[src/rtl/mul_arbiter.sv]
// mul_arbiter: round-robin sharing of one p/u -> z multiplier between two stream requesters.
// Defining MUL_ARB_LEN_CHK_EN adds a sticky per-stream length check on len_err.
module mul_arbiter #(
  parameter int N  = 16,
  parameter int QW = 8,
  parameter int UW = 1
) (
  input  logic          clk,
  input  logic          a_rst_n,
  input  logic          r0_p_tvalid,
  output logic          r0_p_tready,
  input  logic [QW-1:0] r0_p_tdata,
  input  logic          r0_p_tlast,
  input  logic          r0_u_tvalid,
  output logic          r0_u_tready,
  input  logic [UW-1:0] r0_u_tdata,
  input  logic          r0_u_tlast,
  output logic          r0_z_tvalid,
  output logic [QW-1:0] r0_z_tdata,
  output logic          r0_z_tlast,
  input  logic          r1_p_tvalid,
  output logic          r1_p_tready,
  input  logic [QW-1:0] r1_p_tdata,
  input  logic          r1_p_tlast,
  input  logic          r1_u_tvalid,
  output logic          r1_u_tready,
  input  logic [UW-1:0] r1_u_tdata,
  input  logic          r1_u_tlast,
  output logic          r1_z_tvalid,
  output logic [QW-1:0] r1_z_tdata,
  output logic          r1_z_tlast,
  output logic          m_p_tvalid,
  input  logic          m_p_tready,
  output logic [QW-1:0] m_p_tdata,
  output logic          m_p_tlast,
  output logic          m_u_tvalid,
  input  logic          m_u_tready,
  output logic [UW-1:0] m_u_tdata,
  output logic          m_u_tlast,
  input  logic          m_z_tvalid,
  input  logic [QW-1:0] m_z_tdata,
  input  logic          m_z_tlast,
  output logic          m_z_tready,
  output logic [1:0]    grant,
  output logic          job_done,
  output logic          len_err
);
  localparam int CW = (N > 1) ? $clog2(N) : 1;
  typedef enum logic [1:0] {IDLE, RUN, DONE} state_t;
  state_t state_q, state_d;
  logic [1:0] rst_sync_q;
  logic rst_n;
  logic [1:0] grant_q, grant_d;
  logic prio_q, prio_d;
  logic p_done_q, p_done_d, u_done_q, u_done_d, z_done_q, z_done_d;
  logic [CW-1:0] p_cnt_q, p_cnt_d, u_cnt_q, u_cnt_d, z_cnt_q, z_cnt_d;
  logic run, sel, p_hs, u_hs, z_beat;
  // reset asserts immediately but releases only after two clk edges
  always_ff @(posedge clk or negedge a_rst_n)
    if (!a_rst_n) rst_sync_q <= '0;
    else rst_sync_q <= {rst_sync_q[0], 1'b1};
  assign rst_n = rst_sync_q[1];
  assign sel = grant_q[1];
  assign m_p_tvalid = run && !p_done_q && (sel ? r1_p_tvalid : r0_p_tvalid);
  assign m_p_tdata = sel ? r1_p_tdata : r0_p_tdata;
  assign m_p_tlast = sel ? r1_p_tlast : r0_p_tlast;
  assign m_u_tvalid = run && !u_done_q && (sel ? r1_u_tvalid : r0_u_tvalid);
  assign m_u_tdata = sel ? r1_u_tdata : r0_u_tdata;
  assign m_u_tlast = sel ? r1_u_tlast : r0_u_tlast;
  assign r0_p_tready = run && grant_q[0] && !p_done_q && m_p_tready;
  assign r1_p_tready = run && grant_q[1] && !p_done_q && m_p_tready;
  assign r0_u_tready = run && grant_q[0] && !u_done_q && m_u_tready;
  assign r1_u_tready = run && grant_q[1] && !u_done_q && m_u_tready;
  assign m_z_tready = 1'b1;
  assign r0_z_tvalid = grant_q[0] && m_z_tvalid;
  assign r1_z_tvalid = grant_q[1] && m_z_tvalid;
  assign r0_z_tdata = m_z_tdata;
  assign r1_z_tdata = m_z_tdata;
  assign r0_z_tlast = m_z_tlast;
  assign r1_z_tlast = m_z_tlast;
  assign grant = grant_q;
  assign p_hs = m_p_tvalid && m_p_tready;
  assign u_hs = m_u_tvalid && m_u_tready;
  assign z_beat = run && m_z_tvalid;
  always_ff @(posedge clk or negedge rst_n)
    if (!rst_n) begin
      state_q <= IDLE;
      grant_q <= '0;
      prio_q <= 1'b0;
      p_done_q <= 1'b0;
      u_done_q <= 1'b0;
      z_done_q <= 1'b0;
      p_cnt_q <= '0;
      u_cnt_q <= '0;
      z_cnt_q <= '0;
    end else begin
      state_q <= state_d;
      grant_q <= grant_d;
      prio_q <= prio_d;
      p_done_q <= p_done_d;
      u_done_q <= u_done_d;
      z_done_q <= z_done_d;
      p_cnt_q <= p_cnt_d;
      u_cnt_q <= u_cnt_d;
      z_cnt_q <= z_cnt_d;
    end
  // prio_q=1 means r1 wins the next tie
  always_comb begin
    state_d = state_q;
    grant_d = grant_q;
    prio_d = prio_q;
    p_done_d = p_done_q | (p_hs & m_p_tlast);
    u_done_d = u_done_q | (u_hs & m_u_tlast);
    z_done_d = z_done_q | (z_beat & m_z_tlast);
    p_cnt_d = p_hs ? p_cnt_q + 1'b1 : p_cnt_q;
    u_cnt_d = u_hs ? u_cnt_q + 1'b1 : u_cnt_q;
    z_cnt_d = (z_beat && !z_done_q) ? z_cnt_q + 1'b1 : z_cnt_q;
    case (state_q)
      IDLE: if (r0_p_tvalid || r1_p_tvalid) begin
        state_d = RUN;
        grant_d = (r0_p_tvalid && r1_p_tvalid) ? (prio_q ? 2'b10 : 2'b01) : {r1_p_tvalid, r0_p_tvalid};
        p_cnt_d = '0;
        u_cnt_d = '0;
        z_cnt_d = '0;
      end
      RUN: if (p_done_d && u_done_d && z_done_d) state_d = DONE;
      DONE: begin
        state_d = IDLE;
        prio_d = grant_q[0];
        grant_d = '0;
        p_done_d = 1'b0;
        u_done_d = 1'b0;
        z_done_d = 1'b0;
      end
      default: state_d = IDLE;
    endcase
  end
  always_comb begin
    run = state_q == RUN;
    job_done = state_q == DONE;
  end
`ifdef MUL_ARB_LEN_CHK_EN
  localparam logic [CW-1:0] LAST = CW'(N - 1);
  logic len_err_q, len_err_d;
  assign len_err_d = len_err_q
    | (p_hs && (m_p_tlast != (p_cnt_q == LAST)))
    | (u_hs && (m_u_tlast != (u_cnt_q == LAST)))
    | (z_beat && !z_done_q && (m_z_tlast != (z_cnt_q == LAST)));
  always_ff @(posedge clk or negedge rst_n)
    if (!rst_n) len_err_q <= 1'b0;
    else len_err_q <= len_err_d;
  assign len_err = len_err_q;
`else
  assign len_err = 1'b0;
`endif
endmodule

[config.mk]
export PLATFORM = sky130hd
export DESIGN_NAME = mul_arbiter
export DESIGN_NICKNAME = d
export VERILOG_FILES = /design/src/rtl/mul_arbiter.sv
export SDC_FILE = /design/constraint.sdc
export NUM_CORES = 1
export LEC_CHECK = 0
export CAP_MARGIN = 20
export CORE_MARGIN = 1.5
export CORE_UTILIZATION = 32
export CTS_CLUSTER_SIZE = 10
export DETAILED_ROUTE_END_ITERATION = 10
export PLACE_DENSITY = 0.95
export SLEW_MARGIN = 20
export SYNTH_ARGS = -nofsm -noshare
export SYNTH_HDL_FRONTEND = slang
export SYNTH_SLANG_ARGS = --single-unit
[constraint.sdc]
create_clock -name clk -period 2.34 [get_ports clk]
set_clock_uncertainty 0.1 [all_clocks]
set_input_delay 0.234 -clock clk [delete_from_list [all_inputs] [get_ports clk]]
set_output_delay 0.234 -clock clk [all_outputs]
set_load 0.01 [all_outputs]
* Word level (Yosys, flattened, before mapping) *
Cells that the tools add are included.

operators by class
  bitwise operators = 6
  muxes and demuxes = 16
  equality and inequality tests = 4
  reduce and logical (&&, ||, !) cells = 29

operators by type and width
  operator                                                                count
  1-bit logical AND                                                       22
  2-bit two-way mux                                                       5
  1-bit two-way mux                                                       8
  8-bit two-way mux                                                       1
  2-bit one-hot mux with 2 select lines                                   2
  2-bit AND reduction                                                     2
  1-bit AND                                                               3
  1-bit OR                                                                3
  2-bit by 1-bit equality test with 1-bit output (second input constant)  1
  2-bit equality test (second input constant)                             1
  1-bit zero test                                                         2
  2-bit zero test                                                         1
  2-bit by 1-bit != test with 1-bit output (second input constant)        1
  2-bit != test (second input constant)                                   1
  2-bit nonzero test                                                      1
  1-bit logical OR                                                        1

word-level totals
  bits in registers = 10

* Depth between registers and ports, before layout *
  word-level depth = 10
  depth in mapped cells = 4
  mapped depth without buffers = 3

* Worst setup path after synthesis *
Ideal clock, no wire load.

  kind = flip-flop to flip-flop
  from = register grant_q[1] (netlist: grant[1])
  to = register state_q[0]
  buffers on the path = 1
  library setup time = 0.066 ns
  cell stages (with the launch flop) = 5
  period minus slack after synthesis = 1.432 ns
  path slack = 0.908 ns
  data arrival time = 1.266 ns
  path through = dfrtp_1 > buf_6 > mux2_4 > a41oi_2 > o31a_1

between the ends
  elaborated cells between the ends (all ways) = 16
  classes of those cells = eq/ne (1); mux (4); bitwise (4); reduce/logical (7)

RTL lines
  element                                             RTL line  text
  start, declared                                     53        logic [1:0] grant_q, grant_d;
  start signal, assigned                              98        grant_q <= grant_d;
  1-bit two-way mux                                   66        assign m_p_tlast = sel ? r1_p_tlast : r0_p_tlast;
  via m_p_tlast                                       35        output logic m_p_tlast,
  1-bit AND                                           112       p_done_d = p_done_q | (p_hs & m_p_tlast);
  1-bit OR                                            112
  1-bit logical AND (2 in a row)                      126       RUN: if (p_done_d && u_done_d && z_done_d) state_d = DONE;
  2-bit by 1-bit != test with 1-bit output (no line)  n/a
  2-bit AND reduction (no line)                       n/a
  end signal, assigned                                97        state_q <= state_d;
  end, declared                                       50        state_t state_q, state_d;

The timed path passes the listed nets, and every way through them passes these cells.
A chain may end at the register's enable or synchronous reset.

* Worst setup path after layout *
  from = register state_q[1]
  to = output port r0_p_tready

between the ends
  cells in the longest elaborated chain, start to end = 4

RTL lines
  element                                         RTL line  text
  2-bit by 1-bit equality test with 1-bit output  139       run = state_q == RUN;
  1-bit logical AND (3 in a row)                  70        assign r0_p_tready = run && grant_q[0] && !p_done_q && m_p_tready;
  end, declared                                   11        output logic r0_p_tready,

Every way passes these cells.

==> flow_summary.ini <==
[power]
power_density_mw_per_mm2 = 974.8
power_leakage_nw = 0.5382
ir_worst_vdd_mv = 0.5559

[sta]
hold_viol = 0
setup_viol = 0
worst_hold_slack_ns = 0.02107
max_freq_mhz = 466.4
fin_crit_sh_pct = 91.63
slew_violations = 0
fin_ws_ns = 0.1958
period_needed_ns = 2.144
rsz0062_at_grt = false
fin_setup_tns_ns = 0

[critical_path]
worstSetupPathType = reg2out
cp-end-kind = output port
crit_required_ns = 2.01
cp_max_fo = 8
worstPathCellList = nor3b_2 -> and3_2 -> clkdlybuf4s50_1
cpMaxStageDelayCell = clkdlybuf4s50_1
slowest_delay_ns = 0.53
arrival_ns = 1.81
crit_path_start_kind = flop

[route]
vias = 731
via_per_inst = 4.841
post_drt_wl_per_cell_um = 13.58
ant_nets = 0
drc = 0
wl_um = 2051
drt_iter0_drc = 5
dr.pass1.iters = 4

[placement]
dp_hpwl_um = 1738
dp_slack_ns = 0.3163
postPlaceCellArea_mm2 = 0.001275
place_congestion = 0.8468
port_buffers = 55

[global_routing]
grtUsageTotal_pct = 13.67
grt_pass1_vias = 689
grt_remaining_overflow = 0
grt_max_degree = 11
grt_antenna_before_repair = 0
grt_pass1_wl_um = 2870

[clock_tree]
clk-insertion-delay-late_ns = 0.26
clk_pin_slew_ns = 0.06
clock_path_buffers = 2
numCtsBuffers = 3
clock-root-buffer = clkbuf_4
tritoncts = done
clock-sinks = 10
htreeDepth = 1

[synthesis]
avgSynthCellArea_um2 = 10.27
synth_area_leader_cell = dfrtp_1
synth_top_area_share_pct = 29.72
synth_cell_types = 25
synth-seq-cells = 10
yosysMostFrequentCell = buf_4
netlist_instances = 82
mappedNetlistArea_um2 = 842.1
ys.warnings.count = 0
synthTopCellsByCount = 20 x buf_4, 11 x mux2_2, 10 x dfrtp_1
synth_edf_count = 0
synth_area_leaders = dfrtp_1 30%, buf_4 18%, mux2_2 15%
ys_seq_area_share_pct = 29.72
synthFlopType = dfrtp_1
async_flop_share_pct = 100.0

[floorplanning]
io_pins = 82
core_mm2 = 0.002477
die_h_um = 54.30
dieWidth_um = 54.30
die-area_mm2 = 0.002948
num_rows = 18
start_util_pct = 33.99

[finish]
antenna_cells = 0
nNetsFinal = 162
drive_gt1_share_pct = 24.79
syn2layout_area_growth_pct = 55.87
final_area_mm2 = 0.001313
fin_util_pct = 52.98

[run]
cap_viol_max_count = 0

[outcome]
status = complete, no violations

[hold_path]
hold_path_class = reg2async
-- flip-flops by register name, summed over array words and instances (netlist names) --
register / flops
grant: 2
p_done_q: 1
prio_q: 1
rst_sync_q: 2
state_q: 2
u_done_q: 1
z_done_q: 1
-- routing by layer --
metal	share of wire (%)	vias to the layer above	GRT usage [%]	wire length, um
met3	14	2	7.104	277
met2	53	47	27.11	1087
li1	-	339	-	-
met1	33	343	11.71	674
met5	0	-	0	0
met4	0.54	0	3.333	11
-- final timing paths --
path / startpoint / endpoint / slack [ns] / depth (start not counted)
worst max-delay path: state_q[1]$_DFFE_PN0P_ / r0_p_tready / 0.20 / 3
worst min-delay path: rst_sync_q[1]$_DFF_PN0_ / z_done_q$_DFF_PN0_ / 0.02 / 0
worst max register to register: grant[1]$_DFFE_PN0P_ / state_q[0]$_DFFE_PN0P_ / 0.70 / 4
worst min register to register: rst_sync_q[1]$_DFF_PN0_ / z_done_q$_DFF_PN0_ / 0.02 / 0
max in group asynchronous: rst_sync_q[1]$_DFF_PN0_ / grant[1]$_DFFE_PN0P_ / 1.87 / 0
min in group clk: rst_sync_q[0]$_DFF_PN0_ / rst_sync_q[1]$_DFF_PN0_ / 0.25 / 0
-- cell usage in the layout, fill, tap and decap left out --
master / count
and2_1: 3
dfrtp_2: 1
a41oi_2: 2
nand2_1: 3
buf_4: 1
clkbuf_4: 3
dfrtp_1: 9
nand2b_1: 1
a31oi_1: 1
and2b_4: 1
clkdlybuf4s50_1: 55
nor4b_2: 1
o31a_1: 1
and3_2: 2
inv_1: 3
nor3b_2: 1
and3_1: 2
o21ai_0: 3
a32oi_1: 2
and2_2: 1
mux2_2: 11
nor2_1: 5
mux2_4: 3
and4b_2: 1
clkbuf_8: 1
nor3b_4: 1
conb_1: 3
-- worst max-delay path: cells and delay by family, from the launching register on --
| family | cells | cell delay (ns) |
|---|---|---|
| buf+inv | 1 | 0.53 |
| flops | 1 | 0.49 |
| simple gates | 2 | 0.54 |
-- logic make-up (layout without fill, tap and decap cells) --
group                  Yosys count  count (layout)  synth area share [%]
AND/OR/NAND/NOR                 22              22                 18.72
other                            2               3                0.8919
buffers and inverters           25              63                 21.10
flip-flops                      10              10                 29.72
AO/OA/AOI/OAI                    9               9                 9.510
multiplexers                    14              14                 20.06
-- final cells by class --
class,instances,area [um^2]
multi-input cells,48,417.9
repair buffers,56,558.0
well taps,30,37.54
fillers,218,1165
clock buffers,4,36.28
inverters,3,11.26
flip-flops and latches,10,251.5
-- report_power, final --
group / leakage, nW / switching (mW) / internal (mW)
Clock: 0.0210 / 0.0543 / 0.0943
Sequential: 0.113 / 0.116 / 0.242
Combinational: 0.404 / 0.285 / 0.487
Total: 0.538 / 0.455 / 0.824
-- what timing repair did --
action,in CTS,in global routing
buffers inserted,0,0
gates resized for setup,0,1
endpoints found under the setup margin,0,3
hold buffers,0,0
endpoints found under the hold margin,0,0
-- metrics by stage --
stage	total power, mW	cells
2_1_floorplan	0.8091	83
3_3_place_gp	1.108	147
3_5_place_dp	1.136	147
4_1_cts	1.294	151
5_1_grt	1.374	151
6_report	1.279	151
(Power assumes the default switching activity.)
==> RTL change 1: new RTL, config.mk and constraints unchanged <==
Change the parameter `QW` from 8 to 16.
--- a/src/rtl/mul_arbiter.sv
+++ b/src/rtl/mul_arbiter.sv
@@ -4,3 +4,3 @@
   parameter int N  = 16,
-  parameter int QW = 8,
+  parameter int QW = 16,
   parameter int UW = 1
Ports: changed (6 resized); port bits go from 82 to 130. The function was not compared with the original's and may differ.
==> RTL change 1 against the unedited design <==
Cell area up 26%; setup slack worse by 51 ps; total power up 14%; worst hold slack better by 2.1 ps; critical path depth unchanged; core utilization up 0.33 points; sequential cell count unchanged; wire length up 28%; synthesized area up 26%; first-iteration DRC count rose to 4.0 times the old value; highest routed layer unchanged.
==> RTL change 1: results (changes against the unedited design) <==
ir_worst_vdd_mv: 0.4950  # -11%
yosys-top-cells-count: "buf_4, mux2_2, dfrtp_1"
outcome: "finished clean"
gr-usage-all-layers_pct: 12.93  # -0.74 points
fin_nets: 219  # +35%
crit_start: "grant[1]"
dpl_cell_area_um2: 1630  # +28%
antennaDiodeCount: 0  # unchanged
ff2ff_setup_slack_ps: 640  # -60 ps
dpl.hpwl_um: 2276  # +31%
drt_iter0_drc: 20  # +15
slowest_stage: "clkdlybuf4s50_1"
async_reset_ff_share_pct: 100.0  # unchanged
cp-endpoint: "m_p_tdata[8]"
path_max_fanout: 16  # +8
grt_pass1_wl_um: 3532  # +23%
critPathMaxStageDelay_ps: 490  # -40 ps
cp_data_arrival_time_ps: 1860  # +50 ps
cts-buffers-inserted: 3  # unchanged
synthTopCellsByArea: "buf_4, dfrtp_1, mux2_2, mux2_4, a41oi_2"
ys_seq_area_share_pct: 23.67  # -6.0 points
place.gp.congestion: 0.8438  # -0.35%
p_leak_nw: 0.6617  # +23%
n_fill_cell: 304  # +39%
layout-drive-gt1-share_pct: 24.84  # +0.043 points
wire_per_inst_um: 13.34  # -1.8%
viasPerCell: 4.513  # -6.8%
first_global_vias: 794  # +15%
port_buffers: 79  # +44%
grt_start_max_net_pins: 17  # +6
==> RTL change 1: cell types whose count changed after synthesis, sizes merged <==
cell and change:
mux2 +8, buf +17
==> RTL change 1: worst max-delay path, delay by kind of cell, from the launching register on <==
kind	cells	cell delay (ps)
DFF	1	470
buffers and inverters	2	760
muxes	1	370
==> RTL change 1: layout make-up <==
| type | instances | area [um^2] | area share [%] |
|---|---|---|---|
| Clock buffer | 3 | 22.52 | 1.362 |
| Inverter | 3 | 11.26 | 0.6808 |
| Tap cell | 44 | 55.05 | 3.328 |
| Timing Repair Buffer | 81 | 805.8 | 48.71 |
| Multi-Input combinational cell | 56 | 508.0 | 30.71 |
| Sequential cell | 10 | 251.5 | 15.20 |
==> RTL change 1: cells by family after synthesis <==
kind of cell | count (synthesis) | share of synthesized area (%)
AO/OA/AOI/OAI | 9 | 7.574
buffers and inverters | 42 | 28.64
flip-flops | 10 | 23.67
multiplexers | 22 | 24.50
other | 2 | 0.7103
AND/OR/NAND/NOR | 22 | 14.91
==> RTL change 1: how the worst min path moves through the flow <==
stage,startpoint,to,slack (ps),cells past startpoint
final,rst_sync_q[1],prio_q,20,0
after global routing,a_rst_n,rst_sync_q[1],30,1
after floorplan,a_rst_n,rst_sync_q[0],-160,0
after detailed placement,rst_sync_q[1],prio_q,30,0
after CTS,a_rst_n,rst_sync_q[1],20,1
after global placement,rst_sync_q[1],prio_q,30,0
==> RTL change 1: per-stage QoR <==
stage	util (%)	instances	setup WS [ps]
2_1_floorplan	-	108	890.8
3_3_place_gp	52.54	194	324.1
3_5_place_dp	52.54	194	286.5
4_1_cts	53.27	197	2.965
5_1_grt	53.31	197	68.10
6_report	53.31	197	145.1
==> RTL change 1: power breakdown <==
group	switching [mW]	internal (mW)	total (mW)	leakage, nW
Clock	0.0532	0.0591	0.112	0.0138
Sequential	0.106	0.243	0.349	0.113
Combinational	0.364	0.634	0.998	0.535
Total	0.523	0.936	1.46	0.662
==> RTL change 1: layer usage <==
metal | GRT usage, % | wire length, um
met2 | 24.22 | 1365
met4 | 6.211 | 39
met3 | 3.412 | 317
met1 | 13.27 | 905
met5 | 0 | 0
==> RTL change 1: repair_timing <==
item                                    4_1_cts  5_1_grt
endpoints found under the hold margin         0        0
resized for setup                             0        1
endpoints found under the setup margin        0       15
==> RTL change 2: new RTL, same flow settings <==
Made on the original files. Encoding of `state_t`: now one-hot (3 bits for 3 states).
--- a/src/rtl/mul_arbiter.sv
+++ b/src/rtl/mul_arbiter.sv
@@ -48,3 +48,3 @@
   localparam int CW = (N > 1) ? $clog2(N) : 1;
-  typedef enum logic [1:0] {IDLE, RUN, DONE} state_t;
+  typedef enum logic [2:0] {IDLE = 3'b001, RUN = 3'b010, DONE = 3'b100} state_t;
   state_t state_q, state_d;
Function: no difference found for any inputs over 10 cycles, from zero or initial values and one cycle with a_rst_n low; not proved beyond that.
==> RTL change 2 against the unedited design <==
Die area rose by 3.5%; via count rose by 8.6%; cell area rose by 5.8%; core utilization rose by 2.1 points; synthesized area rose by 3.7%; setup slack got worse by 140 ps; total power fell by 2.3%; first-iteration DRC count rose by 80%; wire length rose by 22%; sequential cell count rose by 1; critical path type unchanged; largest power group unchanged.
==> RTL change 2: results (changes against the unedited design) <==
outcome: "finished clean"
path_max_fanout: 4  # -4
p_leak_nw: 0.6031  # +12%
timing.rr.start: "grant[1]"
critPathMaxStageDelay_ps: 590  # +60 ps
port_buffers: 55  # unchanged
grt_start_max_net_pins: 10  # -1
dpl.hpwl_um: 2114  # +22%
yosysWarningCount: 0  # unchanged
power.internal_mw: 0.7953  # -3.5%
clk_transition_reported_paths_ps: 70
gr-usage-all-layers_pct: 16.49  # +2.8 points
fin_nets: 173  # +6.8%
layout-drive-gt1-share_pct: 24.24  # -0.55 points
critPathTopFamily: "simple AND/OR/NAND/NOR gates"
first_global_vias: 841  # +22%
place.gp.congestion: 0.8338  # -1.5%
async_reset_ff_share_pct: 100.0  # unchanged
firstDrtPassIters: 4  # unchanged
synthTopCellsByArea: "dfrtp_1, buf_4, mux2_2, and3_1, dfstp_2"
grt_pass1_wl_um: 3953  # +38%
drt_iter0_drc: 9  # +4
ys_seq_area_share_pct: 31.66  # +1.9 points
insertion_delay_ps: 270
reg2reg_to: "state_q[2]"
synth_cell_types: 30  # +20%
largest_reg_flops: 3
antenna_found_initial: 0  # unchanged
vias: 794  # +8.6%
hold_path_class: "input port to async pin"
top_register: "state_q"
ctsHtreeMaxLevel: 1  # unchanged
yosys-top-cells-count: "buf_4, mux2_2, dfrtp_1"
ir_worst_vdd_mv: 0.4296  # -23%
cts_root_buf: "clkbuf_4"
rr_worst_depth: 5  # +1
n_fill_cell: 221  # +1.4%
antennaDiodeCount: 0  # unchanged
cts-buffers-inserted: 3  # unchanged
cts_buffer_depth: 2  # unchanged
wire_per_inst_um: 15.48  # +14%
ff2ff_setup_slack_ps: 690
cp_data_arrival_time_ps: 1950  # +140 ps
slowest_stage: "clkdlybuf4s50_1"
-- RTL change 2: changes by cell type after synthesis, moves of 2 or more --
cell / before / now
o21ai_0: 3 / 0
a21oi_1: 0 / 3
and3_1: 2 / 5
mux2_4: 3 / 1
and3_2: 2 / 0
-- RTL change 2: layout make-up --
type                    instances  area [um^2]  share of cell area [%]
clock buffers                   4        26.28                   1.892
inverters                       2        7.507                  0.5405
multi-input cells              53        435.4                   31.35
flip-flops and latches         11        277.8                   20.00
well taps                      30        37.54                   2.703
repair buffers                 62        604.3                   43.51
-- RTL change 2: through the flow --
stage	instances	area (um^2)	worst slack [ps]	hold WS [ps]
after floorplan	88	877.1	824.2	-161.6
after global placement	154	1325	294.2	34.39
after detailed placement	154	1325	233.7	52.53
after CTS	158	1356	8.167	17.61
after global routing	162	1389	-5.981	11.24
final	162	1389	58.27	25.23
-- RTL change 2: what timing repair did --
item                       in CTS  in global routing
gates resized for setup         4                  1
buffers inserted                0                  4
setup endpoints to repair       6                  5
hold buffers                    0                  0
-- RTL change 2: worst max-delay path by stage --
stage	start	to	slack [ps]	cells after the start
5_1_grt	state_q[2]	r0_u_tready	-6	4
4_1_cts	state_q[2]	m_p_tvalid	8	3
3_5_place_dp	state_q[2]	r0_p_tready	230	4
2_1_floorplan	grant[1]	state_q[2]	820	5
3_3_place_gp	r1_p_tvalid	m_p_tvalid	290	4
6_report	state_q[2]	m_p_tvalid	60	3
-- RTL change 2: logic make-up (layout without fill, tap and decap cells) --
family                 after synthesis  after routing  synth area share, %
AO/OA/AOI/OAI                       11             11                10.89
other                                2              3               0.8599
multiplexers                        14             14                18.34
flip-flops                          11             11                31.66
buffers and inverters               24             68                19.48
AND/OR/NAND/NOR                     25             25                18.77
-- RTL change 2: layer usage --
metal  up-vias  GRT usage, %  wire (um)
met1       370         15.17        886
met3         8         6.089        214
li1        373             -          -
met2        43         32.48       1373
met5         -             0          0
met4         0         5.575         33
-- RTL change 2: power by group through the flow --
| stage | sequential, mW | clock (mW) | combinational [mW] |
|---|---|---|---|
| 3_3_place_gp | 0.360 | 0 | 0.689 |
| 4_1_cts | 0.370 | 0.134 | 0.726 |
| 6_report | 0.366 | 0.127 | 0.757 |
| 3_5_place_dp | 0.371 | 0 | 0.715 |
| 5_1_grt | 0.374 | 0.142 | 0.812 |
| 2_1_floorplan | 0.341 | 0 | 0.434 |
